<file path="src/rtl/mem_stage.sv">
`default_nettype none
// ============================================================================
// Module      : mem_stage (with cpu_defs_pkg)
// Description : Pipeline MEM stage; passes ALU results through and performs
//               loads/stores over a valid/ready data-cache interface.
// Revision    : 1.0 - initial release
// ============================================================================

package cpu_defs_pkg;
    localparam logic [3:0] OP_ADD   = 4'h0;
    localparam logic [3:0] OP_ADDI  = 4'h1;
    localparam logic [3:0] OP_LOAD  = 4'h2;
    localparam logic [3:0] OP_STORE = 4'h3;
endpackage

module mem_stage
    import cpu_defs_pkg::*;
#(
    parameter int ADDR_W         = 32,
    parameter int DATA_W         = 32,
    parameter int TIMEOUT_CYCLES = 64
)(
    input  logic              clk,
    input  logic              rst,
    input  logic              valid_in,
    input  logic [3:0]        rd_in,
    input  logic [3:0]        op_in,
    input  logic [ADDR_W-1:0] alu_result,
    input  logic [DATA_W-1:0] store_data,
    input  logic              mem_read,
    input  logic              mem_write,
    output logic              in_ready,
    output logic              dmem_req_valid,
    input  logic              dmem_req_ready,
    output logic              dmem_req_we,
    output logic [ADDR_W-1:0] dmem_addr,
    output logic [DATA_W-1:0] dmem_wdata,
    input  logic              dmem_resp_valid,
    input  logic [DATA_W-1:0] dmem_resp_rdata,
    output logic              wb_valid,
    output logic [3:0]        wb_rd,
    output logic              wb_en,
    output logic [DATA_W-1:0] wb_data,
    output logic              err_misalign,
    output logic              err_timeout
);

    localparam int CNT_W = (TIMEOUT_CYCLES > 1) ? $clog2(TIMEOUT_CYCLES) : 1;
    localparam logic [CNT_W-1:0] c_CNT_LAST = CNT_W'(TIMEOUT_CYCLES - 1);

    typedef enum logic [1:0] {
        S_IDLE = 2'd0,
        S_REQ  = 2'd1,
        S_WAIT = 2'd2
    } state_t;

    state_t            r_state;
    state_t            w_next;
    logic [3:0]        r_rd;
    logic [ADDR_W-1:0] r_addr;
    logic [DATA_W-1:0] r_wdata;
    logic              r_we;
    logic [CNT_W-1:0]  r_cnt;

    logic              r_wb_valid;
    logic              r_wb_en;
    logic [3:0]        r_wb_rd;
    logic [DATA_W-1:0] r_wb_data;
    logic              r_err_misalign;
    logic              r_err_timeout;

    logic              w_accept;
    logic              w_is_mem;
    logic              w_wb_valid;
    logic              w_wb_en;
    logic [3:0]        w_wb_rd;
    logic [DATA_W-1:0] w_wb_data;
    logic              w_set_misalign;
    logic              w_set_timeout;

    assign w_accept = valid_in && (r_state == S_IDLE);
    assign w_is_mem = mem_read || mem_write;

    always_comb begin
        w_next         = r_state;
        w_wb_valid     = 1'b0;
        w_wb_en        = 1'b0;
        w_wb_rd        = r_rd;
        w_wb_data      = '0;
        w_set_misalign = 1'b0;
        w_set_timeout  = 1'b0;
        case (r_state)
            S_IDLE: begin
                if (valid_in) begin
                    w_wb_rd = rd_in;
                    if (w_is_mem) begin
                        if (alu_result[1:0] != 2'b00) begin
                            w_set_misalign = 1'b1;
                            w_wb_valid     = 1'b1;
                        end else begin
                            w_next = S_REQ;
                        end
                    end else begin
                        w_wb_valid = 1'b1;
                        if (op_in == OP_ADD || op_in == OP_ADDI) begin
                            w_wb_en   = 1'b1;
                            w_wb_data = DATA_W'(alu_result);
                        end
                    end
                end
            end
            S_REQ: begin
                if (dmem_req_ready) begin
                    if (r_we) begin
                        w_next     = S_IDLE;
                        w_wb_valid = 1'b1;
                    end else begin
                        w_next = S_WAIT;
                    end
                end
            end
            S_WAIT: begin
                // A response arriving on the final counted cycle still wins.
                if (dmem_resp_valid) begin
                    w_next     = S_IDLE;
                    w_wb_valid = 1'b1;
                    w_wb_en    = 1'b1;
                    w_wb_data  = dmem_resp_rdata;
                end else if (r_cnt == c_CNT_LAST) begin
                    w_next        = S_IDLE;
                    w_wb_valid    = 1'b1;
                    w_set_timeout = 1'b1;
                end
            end
            default: w_next = S_IDLE;
        endcase
    end

    always_ff @(posedge clk or posedge rst) begin
        if (rst) begin
            r_state <= S_IDLE;
            r_rd    <= '0;
            r_addr  <= '0;
            r_wdata <= '0;
            r_we    <= 1'b0;
            r_cnt   <= '0;
        end else begin
            r_state <= w_next;
            if (w_accept) begin
                r_rd    <= rd_in;
                r_addr  <= alu_result;
                r_wdata <= store_data;
                r_we    <= mem_write;
            end
            if (r_state == S_REQ) begin
                r_cnt <= '0;
            end else if (r_state == S_WAIT) begin
                r_cnt <= r_cnt + CNT_W'(1);
            end
        end
    end

    always_ff @(posedge clk or posedge rst) begin
        if (rst) begin
            r_wb_valid     <= 1'b0;
            r_wb_en        <= 1'b0;
            r_wb_rd        <= '0;
            r_wb_data      <= '0;
            r_err_misalign <= 1'b0;
            r_err_timeout  <= 1'b0;
        end else begin
            r_wb_valid <= w_wb_valid;
            r_wb_en    <= w_wb_en;
            if (w_wb_valid) begin
                r_wb_rd   <= w_wb_rd;
                r_wb_data <= w_wb_data;
            end
            if (w_set_misalign) r_err_misalign <= 1'b1;
            if (w_set_timeout)  r_err_timeout  <= 1'b1;
        end
    end

    assign in_ready       = (r_state == S_IDLE);
    assign dmem_req_valid = (r_state == S_REQ);
    assign dmem_req_we    = r_we;
    assign dmem_addr      = r_addr;
    assign dmem_wdata     = r_wdata;
    assign wb_valid       = r_wb_valid;
    assign wb_en          = r_wb_en;
    assign wb_rd          = r_wb_rd;
    assign wb_data        = r_wb_data;
    assign err_misalign   = r_err_misalign;
    assign err_timeout    = r_err_timeout;

endmodule

`default_nettype wire

</file>
<file path="config.mk">
export PLATFORM = sky130hd
export DESIGN_NAME = mem_stage
export DESIGN_NICKNAME = d
export VERILOG_FILES = /design/src/rtl/mem_stage.sv
export SDC_FILE = /design/constraint.sdc
export NUM_CORES = 1
export LEC_CHECK = 0
export ABC_AREA = 0
export BUFFER_PORTS_ARGS = -buffer_cell sky130_fd_sc_hd__buf_4
export CELL_PAD_IN_SITES_DETAIL_PLACEMENT = 1
export CELL_PAD_IN_SITES_GLOBAL_PLACEMENT = 1
export CORE_MARGIN = 5
export CORE_UTILIZATION = 38
export DETAILED_ROUTE_END_ITERATION = 8
export HOLD_SLACK_MARGIN = 0.15
export PLACE_DENSITY = 0.82
export RECOVER_POWER = 25
export SYNTH_ARGS = -nofsm -noshare
export SYNTH_HDL_FRONTEND = slang
export SYNTH_SLANG_ARGS = --single-unit
</file>
<file path="constraint.sdc">
create_clock -name clk -period 5.9 [get_ports clk]
set_input_delay 0 -clock clk [delete_from_list [all_inputs] [get_ports clk]]
set_output_delay 0 -clock clk [all_outputs]
set_load 0.02 [all_outputs]
</file>
==> qor.yml <==
status:
  run_status: "complete, but fails checks"
  violations_in_the_final_reports: "capacitance limit, slew limit"
clock_network:
  clock_sink_count: 117
  clk_latency_ps: 410
  gates_resized_cts_repair: 0
  cts_buffers: 17
  clk_root_buffer_cell: "clkbuf_16"
  post_cts_buffers: 0
  cts_tree: "done"
  cts.htree.levels: 4
  cts-hold-fix-buffers: 108
  max-clock-path-buffers: 2
  clkTransAtPathRegs_ps: 50
floorplanning:
  die_y_um: 124
  die_area_um2: 15500
  floorplan.core_area_um2: 12700
  die_w_um: 124
  initial_core_utilization_pct: 39.1
  rows: 41
  num_io_pins: 218
synth:
  synth.yosys.warnings: 0
  synth_xor_xnor_area_share_pct: 0
  post_synth.cell_area_avg_um2: 10.4
  synth-compound-area-share_pct: 9.37
  synth-seq-area-share_pct: 58.9
  post_synth_instance_area_um2: 4970
  synth_fp_nets: 596
  netlist-cell-type-count: 35
  synth.ff_latch_count: 117
  synthesis.instances: 480
  synth_adder_area_share_pct: 1.26
  synth.area.mux_share_pct: 8.59
  dominant_combinational_cell_family_by_area_after_synthesis: "simple AND/OR/NAND/NOR gates"
  yosys.area_share.simple_pct: 18.4
sta:
  slew_violations: 57
  worst_pin_slew_ps: 2520
  timing.setup.tns_ps: 0
  final_setup_vio_count: 0
  max_clock_freq_ghz: 0.386
  grt_setup_unrepaired: "no"
  worst_clock_skew_ps: 11.2
  hold_viol_final: 0
  slew_headroom_pct: -69.0
  finalWorstSetupSlack_ps: 3310
  whs_ps: 238
  period_share_pct: 43.9
  final_period_minus_worst_setup_slack_ps: 2590
worst_setup_path:
  startpoint_of_the_worst_setup_timing_path: "rst"
  timing.critical_path.required_ps: 6340
  rr_startpoint: "r_state[0]"
  rrSetupSlack_ps: 3310
  setup_crit_start_kind: "primary input"
  critical-path-top-delay-family: "buffers and inverters"
  crit_chain: "dlygate4sd3_1 > clkbuf_4 > clkinvlp_2 > buf_4"
  cp_slowest_stage_delay_ps: 1420
  cp_max_fanout: 62
  path_buf_inv: 4
  setup.worst_path.end_class: "async pin"
  worstPathArrival_ps: 3030
  critPathKind: "in -> async"
  crit_path_top_delay_cell: "clkinvlp_2"
detailed_routing:
  firstDrtPassIters: 4
  drc: 0
  detailroute.via_count: 5087
  drtAntennaViolNets: 0
  wl_um: 21800
  drt-initial-drc-count: 219
  route.detailed.wl_per_inst_um: 22.2
  detail_route.vias_per_cell: 5.18
cells_and_area:
  fillerInstances: 1394
  final_net_count: 915
  most_common_cell_after_layout_fill_and_taps_aside: "nand2_1"
  drive_gt1_share_pct: 30.9
  seqCellArea_um2: 2930
  antennaDiodeCount: 0
  total_area_of_multi_input_combinational_cells_um2: 1880
  most-common-layout-cells: "nand2_1 (213), buf_4 (190), dfrtp_1 (117)"
  area_growth_syn_to_layout_pct: 66.2
  layout.core_utilization_pct: 64.9
placement:
  place.detailed.hpwl_um: 11700
  gp_congestion: 0.787
  place_worst_setup_slack_ps: 3330
  port_buffers: 216
global_routing:
  global_route_total_overflow: 0
  first_global_vias: 5975
  grt_resource_usage_total_pct: 28.4
  grt_max_degree: 104
  grt_antenna_before_repair: 0
  global_route_wire_length_before_repair_um: 34500
worst_hold_path:
  hp-start: "mem_read"
  min_path_type: "in -> reg"
pwr:
  ir_worst_vdd_uv: 259
  power_per_cell_area_nw_per_um2: 456
  power.static_leakage_nw: 4.26
  total_power_w: 0.00376
flow_run:
  drv.max_cap_violation_count: 1
kinds of logic after synthesis:
logic type	Yosys count
adder cells (fa/ha/maj)	5
flip-flops	117
multiplexers	38
buffers and inverters	37
AO/OA/AOI/OAI	50
AND/OR/NAND/NOR	233
power by group:
part,switching (W),leakage (nW),internal [W]
clock,0.000360,0.285,0.000652
combinational,0.000927,2.49,0.000554
sequential,0.000187,1.48,0.00108
total,0.00148,4.26,0.00229
metrics by stage:
stage | cell area (um^2) | std cells
6_report | 8260 | 982
5_1_grt | 8260 | 982
4_1_cts | 8370 | 982
3_5_place_dp | 6720 | 844
3_3_place_gp | 6720 | 844
2_1_floorplan | 4970 | 480
Yosys cell counts:
cell | number | area share, %
buf_1 | 2 | 0.15
o32a_1 | 1 | 0.20
and2_1 | 2 | 0.25
and3_1 | 2 | 0.25
nand3_1 | 4 | 0.40
or2_1 | 1 | 0.13
dfrtp_1 | 117 | 59
o21ai_0 | 4 | 0.40
ha_1 | 5 | 1.3
or3_1 | 1 | 0.13
a21o_1 | 2 | 0.30
buf_2 | 9 | 0.91
mux2_1 | 11 | 2.5
a21oi_1 | 1 | 0.10
a31oi_1 | 2 | 0.25
a32o_1 | 32 | 6.4
nand2_1 | 214 | 16
o21bai_1 | 1 | 0.15
mux2i_1 | 1 | 0.20
o31ai_1 | 1 | 0.15
o41ai_1 | 1 | 0.18
mux2_2 | 26 | 5.9
a41oi_2 | 1 | 0.33
nor2b_1 | 1 | 0.13
buf_6 | 3 | 0.68
nand2b_1 | 1 | 0.13
o22ai_1 | 2 | 0.25
nand3b_1 | 1 | 0.15
inv_1 | 8 | 0.60
nor3_1 | 2 | 0.20
a31oi_4 | 1 | 0.43
clkbuf_1 | 15 | 1.1
nor2_1 | 3 | 0.23
nor4_2 | 1 | 0.25
a22o_1 | 1 | 0.18
registers in the layout (all words and copies together) (netlist names):
name / count
dmem_addr: 32
dmem_req_we: 1
dmem_wdata: 32
err_misalign: 1
err_timeout: 1
r_cnt: 6
r_rd: 4
r_state: 2
wb_data: 32
wb_en: 1
wb_rd: 4
wb_valid: 1
metal layers:
metal	global-route usage (%)	wire length (um)	up-vias
met5	0	0	-
met4	10.3	634	0
met3	8.75	1480	45
met2	52.4	11700	211
met1	30.5	8000	2582
li1	-	-	2249
worst register-to-register path, cell delays in order (launching register included):
cell     delay (ps)
dfrtp_1         410
inv_1           100
ha_1            220
and2_1          140
buf_4           370
a41oi_2         110
a31oi_4         210
buf_4           460
mux2_2          460
cell type report:
cell class | count | area share (%)
flip-flops and latches | 117 | 35.5
repair buffers | 329 | 31.8
multi-input cells | 326 | 22.8
clock buffers | 27 | 6.45
well taps | 172 | 2.61
clock inverters | 3 | 0.485
inverters | 8 | 0.379
final timing paths:
kind                       cells after the start              to
min                                            4    err_misalign
max in group clk                               8     wb_data[14]
max reg2reg                                    8     wb_data[14]
min reg2reg                                    2         r_rd[0]
min in group asynchronous                      3   dmem_wdata[0]
max                                            4  dmem_wdata[11]
Note: power is estimated with default switching activity, not from simulation.
